[src/rtl/fill_buf.sv]
// Cache line fill buffer: requests a missing line from memory, gathers four
// 64-bit beats into a 256-bit line and writes it into the victim way.
module fill_buf #(
  parameter int ADDR_WIDTH = 13,
  parameter int TAG_WIDTH  = 14,
  parameter int WAYS       = 4,
  localparam int WAY_W     = (WAYS > 1) ? $clog2(WAYS) : 1
) (
  input  logic                          clk,
  input  logic                          rst_n,
  input  logic                          fill_req,
  input  logic [ADDR_WIDTH-1:0]         fill_idx,
  input  logic [TAG_WIDTH-1:0]          fill_tag,
  input  logic [WAY_W-1:0]              fill_way,
  output logic                          fill_busy,
  output logic                          fill_done,
  output logic                          mem_req,
  output logic [TAG_WIDTH+ADDR_WIDTH-1:0] mem_addr,
  input  logic                          mem_ack,
  input  logic                          mem_rvalid,
  input  logic [63:0]                   mem_rdata,
  output logic [WAYS-1:0]               dsram_write,
  output logic [ADDR_WIDTH-1:0]         dsram_aq,
  output logic [31:0]                   dsram_be,
  output logic [255:0]                  dsram_wd
);

  typedef enum logic [1:0] {
    ST_IDLE    = 2'd0,
    ST_REQ     = 2'd1,
    ST_COLLECT = 2'd2,
    ST_WRITE   = 2'd3
  } state_e;

  state_e                  state_q;
  logic [1:0]              cnt_q;
  logic [1:0]              cnt_d;
  logic [255:0]            line_q;
  logic [255:0]            line_d;
  logic [ADDR_WIDTH-1:0]   idx_q;
  logic [TAG_WIDTH-1:0]    tag_q;
  logic [WAY_W-1:0]        way_q;
  logic                    busy_q;
  logic                    done_q;
  logic                    mem_req_q;
  logic [WAYS-1:0]         write_q;
  logic [31:0]             be_q;

  function automatic logic [WAYS-1:0] way_onehot(input logic [WAY_W-1:0] w);
    logic [WAYS-1:0] oh;
    oh    = '0;
    oh[w] = 1'b1;
    return oh;
  endfunction

  // Beat insertion: the counter selects which 64-bit lane of the line is loaded.
  always_comb begin
    line_d = line_q;
    cnt_d  = cnt_q + 2'd1;
    case (cnt_q)
      2'd0:    line_d[63:0]    = mem_rdata;
      2'd1:    line_d[127:64]  = mem_rdata;
      2'd2:    line_d[191:128] = mem_rdata;
      2'd3:    line_d[255:192] = mem_rdata;
      default: line_d          = line_q;
    endcase
  end

  always_ff @(posedge clk or negedge rst_n) begin
    if (!rst_n) begin
      state_q   <= ST_IDLE;
      cnt_q     <= 2'd0;
      line_q    <= '0;
      idx_q     <= '0;
      tag_q     <= '0;
      way_q     <= '0;
      busy_q    <= 1'b0;
      done_q    <= 1'b0;
      mem_req_q <= 1'b0;
      write_q   <= '0;
      be_q      <= 32'h0000_0000;
    end else begin
      done_q  <= 1'b0;
      write_q <= '0;
      be_q    <= 32'h0000_0000;
      case (state_q)
        ST_IDLE: begin
          if (fill_req) begin
            idx_q     <= fill_idx;
            tag_q     <= fill_tag;
            way_q     <= fill_way;
            cnt_q     <= 2'd0;
            busy_q    <= 1'b1;
            mem_req_q <= 1'b1;
            state_q   <= ST_REQ;
          end
        end
        ST_REQ: begin
          if (mem_ack) begin
            mem_req_q <= 1'b0;
            state_q   <= ST_COLLECT;
          end
        end
        ST_COLLECT: begin
          if (mem_rvalid) begin
            line_q <= line_d;
            cnt_q  <= cnt_d;
            // Last beat: the write strobes go out together with the WRITE state.
            if (cnt_q == 2'd3) begin
              done_q  <= 1'b1;
              write_q <= way_onehot(way_q);
              be_q    <= 32'hFFFF_FFFF;
              state_q <= ST_WRITE;
            end
          end
        end
        ST_WRITE: begin
          busy_q  <= 1'b0;
          state_q <= ST_IDLE;
        end
        default: begin
          busy_q    <= 1'b0;
          mem_req_q <= 1'b0;
          state_q   <= ST_IDLE;
        end
      endcase
    end
  end

  assign fill_busy   = busy_q;
  assign fill_done   = done_q;
  assign mem_req     = mem_req_q;
  assign mem_addr    = {tag_q, idx_q};
  assign dsram_write = write_q;
  assign dsram_aq    = idx_q;
  assign dsram_be    = be_q;
  assign dsram_wd    = line_q;

endmodule

[config.mk]
export PLATFORM = sky130hd
export DESIGN_NAME = fill_buf
export DESIGN_NICKNAME = d
export VERILOG_FILES = /design/src/rtl/fill_buf.sv
export SDC_FILE = /design/constraint.sdc
export NUM_CORES = 1
export LEC_CHECK = 0
export ABC_AREA = 1
export CAP_MARGIN = 0
export CORE_ASPECT_RATIO = 0.9
export CORE_UTILIZATION = 40
export DETAILED_ROUTE_END_ITERATION = 12
export GPL_ROUTABILITY_DRIVEN = 0
export MAX_ROUTING_LAYER = met4
export PLACE_DENSITY = 0.76
export SYNTH_ARGS = -nofsm -noshare
export SYNTH_HDL_FRONTEND = slang
export SYNTH_SLANG_ARGS = --single-unit
[constraint.sdc]
create_clock -name clk -period 1.6 [get_ports clk]
set_input_delay 0.16 -clock clk [delete_from_list [all_inputs] [get_ports clk]]
set_output_delay 0.16 -clock clk [all_outputs]
set_load 0.005 [all_outputs]
Word level (Yosys, flattened, before mapping)
Index checks and enable logic that the tools add are counted.
- flip-flop bits (word level): 328
- input port bits: 98
- output and inout bits: 335
- add/subtract/negate cells: 1
- $lt $le $gt $ge: 2
- equality and inequality tests: 10
- muxes and demuxes: 23
- reductions and logical operators: 15
- operators by type and width (operator ; number):
    two-way mux 32 bit ; 3
    AND reduction 3 bit ; 6
    two-way mux 2 bit ; 6
    two-way mux 4 bit ; 3
    == test 2 bit (second input constant) ; 4
    != test 2 bit (second input constant) ; 4
    one-hot mux 2 bit (4 select lines) ; 1
    two-way mux 1 bit ; 6
    nonzero test 2 bit ; 3
    == test 2 x 1 -> 1 bit (second input constant) ; 2
    logical NOT 2 bit ; 2
    one-hot mux 1 bit (2 select lines) ; 2
    one-hot mux 2 bit (2 select lines) ; 1
    AND reduction 2 bit ; 2
    AND reduction 4 bit ; 1
    less-than comparator 2 x 3 -> 1 bit (second input constant) ; 1
    adder 2 x 1 -> 2 bit (second input constant) ; 1
    demux 1 bit (select 2 bit) ; 1
    greater-or-equal comparator 2 x 1 -> 1 bit (second input constant) ; 1
    logical AND 1 bit ; 1

Longest topological paths before layout
- depth after elaboration: 7
- gate-level depth with buffers: 9

Worst setup path after synthesis
Ideal clock, no wire load.
- kind: register to register
- start: reg state_q[0]
- end: reg line_q[141] (netlist: dsram_wd[141])
- library setup time: 0.120 ns
- arrival: 1.416 ns
- required time: 1.480 ns
- path slack: 0.064 ns
- stages on the path, launching flop included: 10
- buffers on the path: 2
- cell sequence: dfrtp_1 -> inv_1 -> ha_1 -> nand2_2 -> inv_2 -> nand2_2 -> buf_6 -> clkbuf_8 -> nand2_1 -> o21ai_2
- longest elaborated chain between the ends: 2
- RTL lines (what ; RTL line ; text):
    start: declaration ; 35 ; state_e state_q;
    start signal: assignment ; 71 ; state_q <= ST_IDLE;
    start signal: assignment ; 95 ; state_q <= ST_REQ;
    start signal: assignment ; 101 ; state_q <= ST_COLLECT;
    == test 2 bit ; 86 ; case (state_q)
    AND reduction 3 bit (no source line) ; n/a ;
    end signal: assignment ; 106 ; line_q <= line_d;
    end: declaration ; 38 ; logic [255:0] line_q;
Every way passes these cells.
A chain may end at the register's enable or synchronous reset.

Worst setup path in the final report
- start: reg line_q[181] (netlist: dsram_wd[181])
- end: out dsram_wd[181]
- RTL lines (what ; RTL line ; text):
    end: declaration ; 25 ; output logic [255:0] dsram_wd
No word-level cell between the ends.

==> metrics.log <==
[metrics] number of global-route vias before repair: between 9000 and 10000
[metrics] Synth warnings: 0
[metrics] cells on worst reg2reg path: 7
[metrics] Initial DRT Pass Iterations: 7
[metrics] CORE AREA: 29000 µm²
[metrics] buffers plus inverters on the worst setup path: 1
[metrics] detailed-route vias per instance: 4.77
[metrics] cell type contributing the most total cell area after synthesis: sky130_fd_sc_hd__dfrtp_1
[metrics] share of cells above drive strength 1: ~17%
[metrics] maximum fanout encountered on the critical timing path: 2
[metrics] min-delay worst type: primary input to asynchronous set/reset pin
[metrics] cells taking the most area after synthesis: sky130_fd_sc_hd__dfrtp_1 (63%), sky130_fd_sc_hd__nand2_1 (12%), sky130_fd_sc_hd__o21ai_2 (6.6%)
[metrics] die height: between 150 and 200 µm
[metrics] Static Leak: between 10 and 15 nW
[metrics] average footprint of a synthesized cell: roughly 10 µm²
[metrics] number of standard cells in the layout, taps in and fillers out: 1996
[metrics] # rows: 59
[metrics] Maximum Capacitance Violations: 0
[metrics] global-route wire length before repair: 51200 µm
[metrics] number of instances in the synthesized netlist: 1135
[metrics] Worst Setup Slack, final: 12.6 ps
[metrics] Critical-path top delay cell: sky130_fd_sc_hd__clkdlybuf4s50_1
[metrics] post-route cell area: roughly 18000 µm²
[metrics] Sinks on Clock Net: 296
[metrics] unrepaired setup endpoints after global routing: yes
[metrics] Stages on worst setup path: 1
[metrics] sequential fraction of the synthesis area: between 60% and 70%
[metrics] pin count of the biggest net entering global routing: 63
[metrics] final number of max-transition violations: 0
[metrics] remaining number of nets flagged by the antenna check after routing: 0
[metrics] total congestion overflow after global routing: 0
[metrics] worst clock skew: ~19 ps
[metrics] endpoint required time on the critical path: around 1400 ps
[metrics] Placed Instances: approximately 1900
[metrics] remaining design rule violation count: 0
[metrics] result of the run: complete, no violations
[metrics] Worst-Skew Late Latency: about 550 ps
[metrics] num ports: between 400 and 500
[metrics] total placed instance area: 16300 µm²
[metrics] Distinct cells, synth: 21
[metrics] number of storage elements in the synthesis netlist: around 300
[metrics] worst-case clock buffer depth: 3
[metrics] CTS H-Tree Depth: 1
[metrics] maximum clock frequency: between 600 and 700 MHz
[metrics] delay of the slowest cell on the worst path: approximately 520 ps
[metrics] Synthesized Nets: about 1200
[metrics] overall routed net length: 34500 µm
[metrics] DR WL/cell: between 15 and 20 µm
[metrics] final critical-path share of the clock period: approximately 100%
[metrics] number of clock buffers inserted by TritonCTS: 31
[metrics] Worst R2R Start: state_q[1]$_DFFE_PN0P_
[metrics] drt first-iter violations: approximately 600
[metrics] worst slack, placed: -17.2 ps
[metrics] proportion of netlist area held by the largest area contributor: a little over three fifths
[metrics] number of failing hold endpoints at the final stage: 0
[metrics] HPWL after DPL: 23900 µm
[metrics] mapped cell area: between 10000 and 15000 µm²
[metrics] Critical Path Source Type: flop
[metrics] number of antenna violations at the first check in global routing: 0
[metrics] kind of end point of the critical path: output port
[metrics] effective utilization at floorplan: between 40% and 50%
[metrics] start-to-end type of the worst setup path: flop to output port
[metrics] Rel. slew slack: roughly three quarters
[metrics] net count of the finished layout: about 1700
[metrics] Port Buffers: 432
[metrics] Crit. Startpoint: dsram_wd[181]$_DFFE_PN0P_
[metrics] full die area: slightly above 30000 µm²
[metrics] Tightest Pin Transition: 364 ps
[metrics] footprint of the flip-flops and latches: ~7400 µm²
[metrics] Reg clk slew, reported paths: ~60 ps
[metrics] data arrival time of the critical path: 1430 ps
[metrics] critical path, cell by cell: clkdlybuf4s50_1
[metrics] width of the die: between 150 and 200 µm
[metrics] power density relative to cell area: between 1500 and 2000 nW/µm²
[metrics] minimum period implied by the final worst setup slack: ~1600 ps
[metrics] filler cell count in the final layout: between 2000 and 2500
[metrics] area added between synthesis and finish: 49.7%
[metrics] vias after detailed routing: between 9000 and 10000
[metrics] final number of setup-violating endpoints: 0
[metrics] global-route total usage across every layer: 22.5%
[metrics] family with the most delay on the worst path: buffers and inverters
[metrics] largest vdd supply drop: around 0.00098 V
[metrics] CTS tree: yes
[metrics] root buffer cell: sky130_fd_sc_hd__clkbuf_16
[metrics] area occupied by multi-input gates: approximately 3300 µm²
==> through the flow <==
stage / util [%] / hold WS (ps) / TNS (ps) / power, mW
2_1_floorplan: - / -136 / 0 / 15.8
3_3_place_gp: 56.2 / 24.4 / 0 / 22.6
3_5_place_dp: 56.2 / 23.9 / -63.9 / 22.9
4_1_cts: 59.4 / 41.4 / -41.7 / 29.8
5_1_grt: 61.1 / 66.9 / -309 / 31.4
6_report: 61.1 / 51.7 / 0 / 29.6
==> kinds of logic (layout without fill, tap and decap cells) <==
kind of cell	count (synthesis)	count (layout)	synth area share, %
compound gates	263	263	13.9
fa+ha+maj	11	11	1.16
buf+inv	187	651	10.2
flops	296	296	62.5
other cells	0	1	0
simple gates	378	378	12.2
==> layout make-up <==
| cell class | instances | share of cell area (%) |
|---|---|---|
| inverter | 80 | 1.71 |
| clock inverter | 12 | 1.09 |
| tap | 396 | 2.79 |
| clock buffer | 43 | 4.97 |
| timing repair buffer | 516 | 29.3 |
| sequential | 296 | 41.8 |
| multi-input combinational | 652 | 18.4 |
| antenna | 1 | 0.0141 |
==> worst reg2reg max path, stage by stage, from the launching register on <==
cell and delay, ps:
sky130_fd_sc_hd__dfrtp_1 420, sky130_fd_sc_hd__ha_2 270, sky130_fd_sc_hd__nand2_2 100, sky130_fd_sc_hd__inv_4 110, sky130_fd_sc_hd__nand2_4 100, sky130_fd_sc_hd__buf_12 190, sky130_fd_sc_hd__nand2_1 150, sky130_fd_sc_hd__o21ai_1 60
==> Yosys cell counts (all sizes together) <==
library cell and number:
buf 99, nor2 2, dfrtp 296, nand2 370, or2 1, nand3 2, ha 11, o21ai 263
nor4 2, clkbuf 8, nor3 1, inv 80
==> placed cells by master (no fill, tap or decap), types with 10 or more instances in the layout <==
cell                                n
sky130_fd_sc_hd__dlymetal6s2s_1   109
sky130_fd_sc_hd__clkbuf_16         32
sky130_fd_sc_hd__clkdlybuf4s50_1  129
sky130_fd_sc_hd__dfrtp_1          295
sky130_fd_sc_hd__buf_12            18
sky130_fd_sc_hd__o21ai_2           89
sky130_fd_sc_hd__o21ai_0           61
sky130_fd_sc_hd__buf_4             59
sky130_fd_sc_hd__inv_1             78
sky130_fd_sc_hd__ha_1              10
sky130_fd_sc_hd__dlygate4sd2_1    160
sky130_fd_sc_hd__o21ai_1          113
sky130_fd_sc_hd__buf_2             31
sky130_fd_sc_hd__nand2_1          366
==> flip-flops by register name, summed over array words and instances, names as in the netlist <==
register,flops
dsram_wd,256
way_q,2
cnt_q,2
dsram_aq,13
dsram_write,4
tag_q,14
dsram_be,1
mem_req,1
fill_busy,1
state_q,2
==> worst paths after layout <==
kind | endpoint | slack [ps]
hold reg to reg | dsram_wd[125]$_DFFE_PN0P_ | 470
hold / removal | dsram_wd[62]$_DFFE_PN0P_ | 50
min in group clk | dsram_aq[0]$_DFFE_PN0P_ | 150
setup / recovery | dsram_wd[181] | 10
max in group asynchronous | dsram_wd[218]$_DFFE_PN0P_ | 810
setup reg to reg | dsram_wd[181]$_DFFE_PN0P_ | 90
==> metal layers <==
metal / vias to the layer above / share of wire, % / global-route usage (%)
met5: - / 0 / -
met2: 408 / 50 / 37.4
li1: 4461 / - / -
met3: 73 / 7.8 / 4.67
met4: 0 / 3.7 / 8.56
met1: 4569 / 39 / 26.9
==> timing repair <==
item,CTS,global route
endpoints found under the hold margin,234,0
hold buffers,1,0
setup buffers,19,24
resized for setup,293,113
endpoints found under the setup margin,205,210
gates cloned,2,1
==> report_power, final <==
part           leakage, nW  internal (mW)  switching [mW]
logic                 6.18           5.65            4.73
clock network        0.529           4.63            2.96
registers             3.88           10.1            1.49
Note: power is estimated with default switching activity, not from simulation.
